==> config.mk <==
export PLATFORM = sky130hd
export DESIGN_NAME = fetch_request_unit
export DESIGN_NICKNAME = d
export VERILOG_FILES = /design/src/rtl/apogeo_pkg.sv /design/src/rtl/fetch_request_tracker.sv /design/src/rtl/fetch_request_unit.sv
export SDC_FILE = /design/constraint.sdc
export NUM_CORES = 1
export LEC_CHECK = 0
export ABC_CLOCK_PERIOD_IN_PS = 9100
export CORE_MARGIN = 2
export CORE_UTILIZATION = 50
export CTS_CLUSTER_DIAMETER = 50
export DETAILED_ROUTE_END_ITERATION = 7
export DONT_BUFFER_PORTS = 1
export SYNTH_ARGS = -nofsm -noshare
export SYNTH_HDL_FRONTEND = slang
export SYNTH_SLANG_ARGS = --single-unit
==> constraint.sdc <==
create_clock -name clk_i -period 9.1 [get_ports clk_i]
set_clock_uncertainty 0.1 [all_clocks]
set_input_delay 2.73 -clock clk_i [delete_from_list [all_inputs] [get_ports clk_i]]
set_output_delay 2.73 -clock clk_i [all_outputs]
set_load 0.01 [all_outputs]
==> src/rtl/apogeo_pkg.sv <==
// Shared fetch-side types and constants.
// Latency: n/a (declarations only).
// Backpressure: n/a.
package apogeo_pkg;

    typedef logic [31:0] data_word_t;

    // Instruction words are 4 bytes; sequential fetch steps by one word.
    localparam data_word_t FETCH_WORD_INCR      = 32'd4;
    localparam data_word_t DEFAULT_BOOT_ADDRESS = 32'h0000_0000;

    // Next sequential word address, wrapping modulo 2^32.
    function automatic data_word_t next_word_address(input data_word_t addr);
        return addr + FETCH_WORD_INCR;
    endfunction

endpackage

==> src/rtl/fetch_request_tracker.sv <==
// Counts fetch requests in flight and old-stream responses still to be discarded.
// Latency: counters update one cycle after issue/response; accept_o is combinational.
// Backpressure: can_issue_o drops once MAX_OUTSTANDING new-stream requests are unanswered.
module fetch_request_tracker #(
    parameter int MAX_OUTSTANDING = 4
) (
    input  logic clk_i,
    input  logic rst_n_i,
    input  logic issue_i,
    input  logic flush_i,
    input  logic fetch_valid_i,
    output logic can_issue_o,
    output logic accept_o
);

    localparam int CW = $clog2(MAX_OUTSTANDING) + 1;

    typedef logic [CW-1:0] cnt_t;

    localparam cnt_t CNT_ZERO = '0;
    localparam cnt_t CNT_ONE  = cnt_t'(1);
    localparam cnt_t CNT_MAX  = '1;
    localparam cnt_t CNT_LIM  = cnt_t'(MAX_OUTSTANDING);

    cnt_t outstanding_q, outstanding_d;
    cnt_t discard_q, discard_d;

    logic         discarding;
    logic [CW:0]  in_flight_total;
    logic [CW:0]  old_stream_left;

    assign discarding  = (discard_q != CNT_ZERO);
    assign can_issue_o = (outstanding_q < CNT_LIM);
    // A response in a flush cycle belongs to the old stream and is never written.
    assign accept_o    = fetch_valid_i & ~discarding & ~flush_i;

    // Old-stream responses left after a flush: everything in flight minus one arriving now.
    always_comb begin
        in_flight_total = {1'b0, outstanding_q} + {1'b0, discard_q};
        old_stream_left = in_flight_total;
        if (fetch_valid_i && (in_flight_total != '0)) begin
            old_stream_left = in_flight_total - {{CW{1'b0}}, 1'b1};
        end
    end

    // Next-state for the outstanding and discard counters.
    always_comb begin
        outstanding_d = outstanding_q;
        discard_d     = discard_q;
        if (flush_i) begin
            // Repeated flushes can in theory stack more than the counter holds; saturate.
            if (old_stream_left > {1'b0, CNT_MAX}) begin
                discard_d = CNT_MAX;
            end else begin
                discard_d = old_stream_left[CW-1:0];
            end
            outstanding_d = issue_i ? CNT_ONE : CNT_ZERO;
        end else begin
            if (fetch_valid_i && discarding) begin
                discard_d = discard_q - CNT_ONE;
            end
            unique case ({issue_i, accept_o})
                2'b10:   outstanding_d = outstanding_q + CNT_ONE;
                2'b01:   outstanding_d = outstanding_q - CNT_ONE;
                default: outstanding_d = outstanding_q;
            endcase
        end
    end

    // Counter registers with synchronous reset.
    always_ff @(posedge clk_i) begin
        if (!rst_n_i) begin
            outstanding_q <= CNT_ZERO;
            discard_q     <= CNT_ZERO;
        end else begin
            outstanding_q <= outstanding_d;
            discard_q     <= discard_d;
        end
    end

endmodule

==> src/rtl/fetch_request_unit.sv <==
// Holds the PC, issues word fetches and drives the instruction buffer write strobes.
// Latency: address strobe at issue, BTB strobe +1 cycle, instruction strobe same cycle as fetch valid.
// Backpressure: no issue while buffer_full_i or the in-flight request limit is reached.
module fetch_request_unit
    import apogeo_pkg::*;
#(
    parameter data_word_t BOOT_ADDRESS    = DEFAULT_BOOT_ADDRESS,
    parameter int         MAX_OUTSTANDING = 4
) (
    input  logic        clk_i,
    input  logic        rst_n_i,
    input  logic        flush_i,
    input  logic [31:0] redirect_address_i,
    input  logic        buffer_full_i,
    output logic        fetch_request_o,
    output logic [31:0] fetch_address_o,
    input  logic        fetch_valid_i,
    input  logic [31:0] fetch_instruction_i,
    input  logic        btb_hit_i,
    input  logic        btb_taken_i,
    input  logic [31:0] btb_target_i,
    output logic        write_address_o,
    output logic        write_speculative_o,
    output logic        write_instruction_o,
    output logic [31:0] buffer_address_o,
    output logic        speculative_o,
    output logic        taken_o,
    output logic [31:0] buffer_instruction_o
);

    data_word_t pc_q, pc_d;
    logic       btb_pending_q, btb_pending_d;

    logic       can_issue;
    logic       accept;
    logic       issue;
    logic       predicted_taken;
    data_word_t issue_address;

    fetch_request_tracker #(
        .MAX_OUTSTANDING (MAX_OUTSTANDING)
    ) u_tracker (
        .clk_i         (clk_i),
        .rst_n_i       (rst_n_i),
        .issue_i       (issue),
        .flush_i       (flush_i),
        .fetch_valid_i (fetch_valid_i),
        .can_issue_o   (can_issue),
        .accept_o      (accept)
    );

    // Issue address: flush redirect beats a predicted-taken BTB result, which beats the PC.
    always_comb begin
        issue           = rst_n_i & ~buffer_full_i & can_issue;
        predicted_taken = btb_pending_q & btb_hit_i & btb_taken_i;
        if (flush_i) begin
            issue_address = redirect_address_i;
        end else if (predicted_taken) begin
            issue_address = btb_target_i;
        end else begin
            issue_address = pc_q;
        end
        // Without an issue the redirect/target is still captured so it is not lost.
        pc_d          = issue ? next_word_address(issue_address) : issue_address;
        btb_pending_d = issue;
    end

    // Buffer and fetch port strobes; all held low while reset is asserted.
    always_comb begin
        fetch_request_o      = issue;
        write_address_o      = issue;
        fetch_address_o      = issue_address;
        buffer_address_o     = issue_address;
        write_speculative_o  = rst_n_i & btb_pending_q;
        speculative_o        = rst_n_i & btb_pending_q & btb_hit_i;
        taken_o              = rst_n_i & btb_pending_q & btb_hit_i & btb_taken_i;
        write_instruction_o  = rst_n_i & accept;
        buffer_instruction_o = fetch_instruction_i;
    end

    // PC and BTB-pending registers with synchronous reset.
    always_ff @(posedge clk_i) begin
        if (!rst_n_i) begin
            pc_q          <= BOOT_ADDRESS;
            btb_pending_q <= 1'b0;
        end else begin
            pc_q          <= pc_d;
            btb_pending_q <= btb_pending_d;
        end
    end

endmodule

## Word level (Yosys, flattened, before mapping)

Cells that the tools add are included.

| word-level totals | value |
|---|---|
| register bits | 39 |
| bits of input ports | 103 |
| output and inout port bits | 102 |

| operators by class | value |
|---|---|
| add/sub/neg operators | 6 |
| magnitude comparators | 2 |
| eq/ne operators | 2 |
| multiplexer cells | 10 |
| bitwise gates (word level) | 13 |
| reductions and logical operators | 6 |

Operators by type and width:

| cell | count |
|---|---|
| 32-bit two-way mux | 3 |
| 32-bit by 3-bit adder with 32-bit output, second input constant | 1 |
| 3-bit two-way mux | 4 |
| 1-bit bitwise AND | 10 |
| 3-bit case mux with 2 select lines | 1 |
| 3-bit nonzero test | 2 |
| 3-bit by 1-bit subtractor with 3-bit output, second input constant | 2 |
| 3-bit by 3-bit adder with 4-bit output | 1 |
| 4-bit by 3-bit > comparator with 1-bit output, second input constant | 1 |
| 4-bit two-way mux | 1 |
| 4-bit nonzero test | 1 |
| 4-bit by 1-bit subtractor with 4-bit output, second input constant | 1 |
| 3-bit by 1-bit adder with 3-bit output, second input constant | 1 |
| 3-bit less-than comparator, second input constant | 1 |
| 1-bit inverter | 3 |
| 2-bit by 1-bit == test with 1-bit output, second input constant | 1 |
| 2-bit == test, second input constant | 1 |
| 1-bit logical AND | 2 |
| 2-bit nonzero test | 1 |
| 1-bit two-way mux | 1 |

## Longest topological paths before layout

| depth | value |
|---|---|
| word-level depth | 7 |
| mapped depth | 16 |
| mapped depth without buffers | 10 |

## By module

A second synthesis with hierarchy kept.

| unflattened totals | value |
|---|---|
| cells, all modules | 495 |
| area total of the unflattened synthesis | 3843.7 µm² |

Modules (own cells, without submodules):

| module | instances | cells an instance | area an instance (µm²) | seq. area each (µm²) |
|---|---|---|---|---|
| fetch_request_unit | 1 | 426 | 3249.4 | 660.6 |
| fetch_request_tracker | 1 | 69 | 594.3 | 120.1 |

## Worst setup path after synthesis

No wires, ideal clock.

| timing path | value |
|---|---|
| kind | input to output |
| from | input flush_i |
| to | output buffer_address_o[0] |
| data arrival time | 4.580 ns |
| slack | 1.690 ns |
| stages on the path | 10 |
| cell sequence | buf_2 buf_2 clkbuf_1 buf_2 buf_2 clkbuf_1 clkbuf_1 nand2_1 o21ai_0 buf_4 |

| on the way | value |
|---|---|
| word-level cells in the longest chain between the ends | 1 |

RTL lines:

| what | RTL line | source |
|---|---|---|
| from (decl) | fetch_request_unit.sv:12 | `input logic flush_i,` |
| 32-bit two-way mux | fetch_request_unit.sv:56 | `if (flush_i) begin` |
| to (decl) | fetch_request_unit.sv:25 | `output logic [31:0] buffer_address_o,` |

No other way between the ends.

## Worst setup path after layout

| timing path | value |
|---|---|
| from | input btb_hit_i |
| to | output buffer_address_o[6] |

| on the way | value |
|---|---|
| word-level cells in the longest chain between the ends | 4 |

RTL lines:

| what | RTL line | source |
|---|---|---|
| from (decl) | fetch_request_unit.sv:19 | `input logic btb_hit_i,` |
| 1-bit bitwise AND (2 in a row) | fetch_request_unit.sv:55 | `predicted_taken = btb_pending_q & btb_hit_i & btb_taken_i;` |
| 32-bit two-way mux | fetch_request_unit.sv:58 | `end else if (predicted_taken) begin` |
| 32-bit two-way mux | fetch_request_unit.sv:56 |  |

No other way between the ends.

==> metrics.csv <==
stage,metric,value,unit
status,status,finished clean,
clocking,path_clk_slew,0.07,ns
critical_path,cp-start-kind,primary input,
sta,hold_viol,0,
detailed_routing,vias,2889,
detailed_routing,finalWirelength,8.43,mm
yosys,syn_area,0.00359,mm^2
yosys,synth_most_common_cell,buf_4,
placement,io_buffers,0,
sta,whs,0.426,ns
yosys,synthDistinctLibCells,54,
clocking,ctsRootBufferMaster,clkbuf_8,
detailed_routing,routedWlPerCell,17.5,um
clocking,insertion_delay,0.29,ns
critical_path,crit_arrival,4.80,ns
final_layout,fillers,720,
critical_path,slowest_delay,0.79,ns
clocking,postCtsSetupRepairBufs,0,
clocking,postCtsHoldBufs,0,
detailed_routing,first_iter_violations,122,
global_routing,antenna_found_initial,0,
sta,rsz0062_at_grt,false,
yosys,synth_flop_cell,dfxtp_1,
sta,fmax,131,MHz
global_routing,grt_pass1_vias,2562,
yosys,yosysSeqAreaShare,21.7,%
clocking,htree_levels,2,
min_path,hold_path_class,flop to flop,
critical_path,crit_chain,and3_1 -> buf_4 -> mux2_2 -> mux2i_1 -> inv_1,
clocking,cts_sinks,39,
yosys,ys_ff_latch,39,
sta,maxSlewHeadroom,24.9,%
final_layout,final_nets,496,
pwr,ir_drop,0.0798,mV
detailed_routing,via_per_inst,6.01,
flow_run,drv_cap,0,
sta,setup_slack,1.47,ns
global_routing,grt_max_degree,89,
final_layout,layout-drive-gt1-share,9.61,%
final_layout,area_growth,-10.5,%
yosys,synth_edf_count,0,
global_routing,grt.overflow.total,0,
sta,setup_tns,0,ns
floorplan,dieArea,0.00788,mm^2
critical_path,slowest_stage,and3_1,
floorplan,initial_utilization,52.3,%
sta,maxSlewViolCount,0,
yosys,yosysWarningCount,0,
floorplan,core.rowCount,30,
critical_path,endpoint_kind,output port,
clocking,cts_tree,built,
pwr,p_per_area,149,mW/mm^2
placement,place.gp.congestion,0.873,
global_routing,grt_usage,20.5,%
sta,setup_viol,0,
yosys,synth_nets,579,
detailed_routing,drc_errors,0,
sta,tightest_slew,1.13,ns
yosys,avgSynthCellArea,7.70,um^2
yosys,ys_top_cells_by_count,"buf_4 (68), dfxtp_1 (39), nand2_1 (38)",
sta,post-route-min-period,7.63,ns
yosys,synth_top_area_share,21.7,%
pwr,total_power,479,uW
placement,pre_cts_ws,1.47,ns
yosys,async_flop_share,0,%
global_routing,grt_pass1_wl,12.7,mm
clocking,cts_max_path_buffers,2,
critical_path,crit_type,primary input to output port,
critical_path,cp-startpoint,btb_hit_i,
critical_path,r2r-start,btb_pending_q,
detailed_routing,antenna_left,0,
pwr,p_leak,0.00127,uW
sta,min_period_over_period,83.9,%
floorplan,core,0.00687,mm^2
floorplan,die_w,88.8,um
critical_path,critPathMaxFanout,19,
final_layout,antennaDiodeCount,0,
placement,dp_hpwl,6.25,mm
yosys,synth_top_area_cell,dfxtp_1,
floorplan,die_h,88.8,um
clocking,cts_buffers,5,
yosys,yosys-top-cells-area,"dfxtp_1 (22%), buf_4 (14%), mux2i_1 (5.3%)",
clocking,cts_resized,0,
floorplan,io_pins,205,
critical_path,required,6.27,ns
min_path,hold_start,u_tracker.outstanding_q[2],
detailed_routing,drtPass1Iterations,4,
yosys,synthCells,467,
-- layout by cell type, fill, tap and decap left out, types with 5 or more instances in the layout --
cell type  count
a211oi_1       5
a21oi_1       35
a311oi_1       7
and2_1         5
and3_1         7
clkbuf_8       5
dfxtp_1       39
ha_1           7
inv_1         21
mux2_2        12
mux2i_1       19
nand2_1       38
nand3_1       11
nand4_1        9
nor2_1        33
nor2b_1        6
nor3_1         6
o21a_1         5
o21ai_0       23
o31ai_1        5
or3_1          7
or4_1          5
xnor2_1        7
xor2_1        15
-- worst max-delay path: cells and delay by family --
kind / cells / cell delay, ns
and+or+nand+nor: 1 / 0.79
muxes: 2 / 0.70
buffers and inverters: 2 / 0.56
-- logic make-up after synthesis --
logic type               Yosys count  synth area share [%]
AO/OA/AOI/OAI                    104                  18.7
XOR/XNOR                          22                  5.36
adder cells (fa/ha/maj)            9                  3.55
buffers and inverters            115                  20.2
flip-flops                        39                  21.7
multiplexers                      31                  9.05
AND/OR/NAND/NOR                  147                  21.5
-- power breakdown --
| part | switching (uW) | total, uW | internal (uW) | leakage (uW) |
|---|---|---|---|---|
| Combinational | 85.4 | 138 | 53.1 | 0.000891 |
| Clock | 64.9 | 147 | 81.7 | 0.0000581 |
| Sequential | 9.35 | 194 | 184 | 0.000323 |
-- metrics by stage --
step | instances | utilization, % | instance area [um^2]
global placement | 473 | 45.2 | 3100
CTS | 481 | 46.8 | 3220
detailed placement | 473 | 45.2 | 3100
floorplan | 467 | - | 3590
finish | 481 | 46.8 | 3220
global route | 481 | 46.8 | 3220
-- flip-flops by register name, indices dropped and copies added, names as in the netlist --
register	cells
btb_pending_q	1
u_tracker.discard_q	3
pc_q	32
u_tracker.outstanding_q	3
-- per-layer routing --
| metal | wire, um | vias up | global-route usage, % |
|---|---|---|---|
| met4 | 65 | 0 | 4.68 |
| met5 | 0 | - | 0 |
| met1 | 3620 | 1361 | 25.8 |
| met2 | 3960 | 107 | 34.1 |
| li1 | - | 1411 | - |
| met3 | 790 | 10 | 6.72 |
-- layout make-up --
type	count	area [um^2]	area share, %
sequential	39	781	24.3
tap	96	120	3.73
timing repair buffer	4	30.0	0.933
clock buffer	5	68.8	2.14
clock inverter	3	43.8	1.36
inverter	21	78.8	2.45
multi-input combinational	313	2090	65.1
-- path summary, 6_finish.rpt --
check,cells past startpoint,slack [ns],end
setup / recovery,5,1.47,buffer_address_o[6]
hold / removal,1,0.43,btb_pending_q
setup reg to reg,10,4.37,pc_q[16]
hold reg to reg,1,0.43,btb_pending_q
No activity file was read; power rests on OpenSTA's default activity.
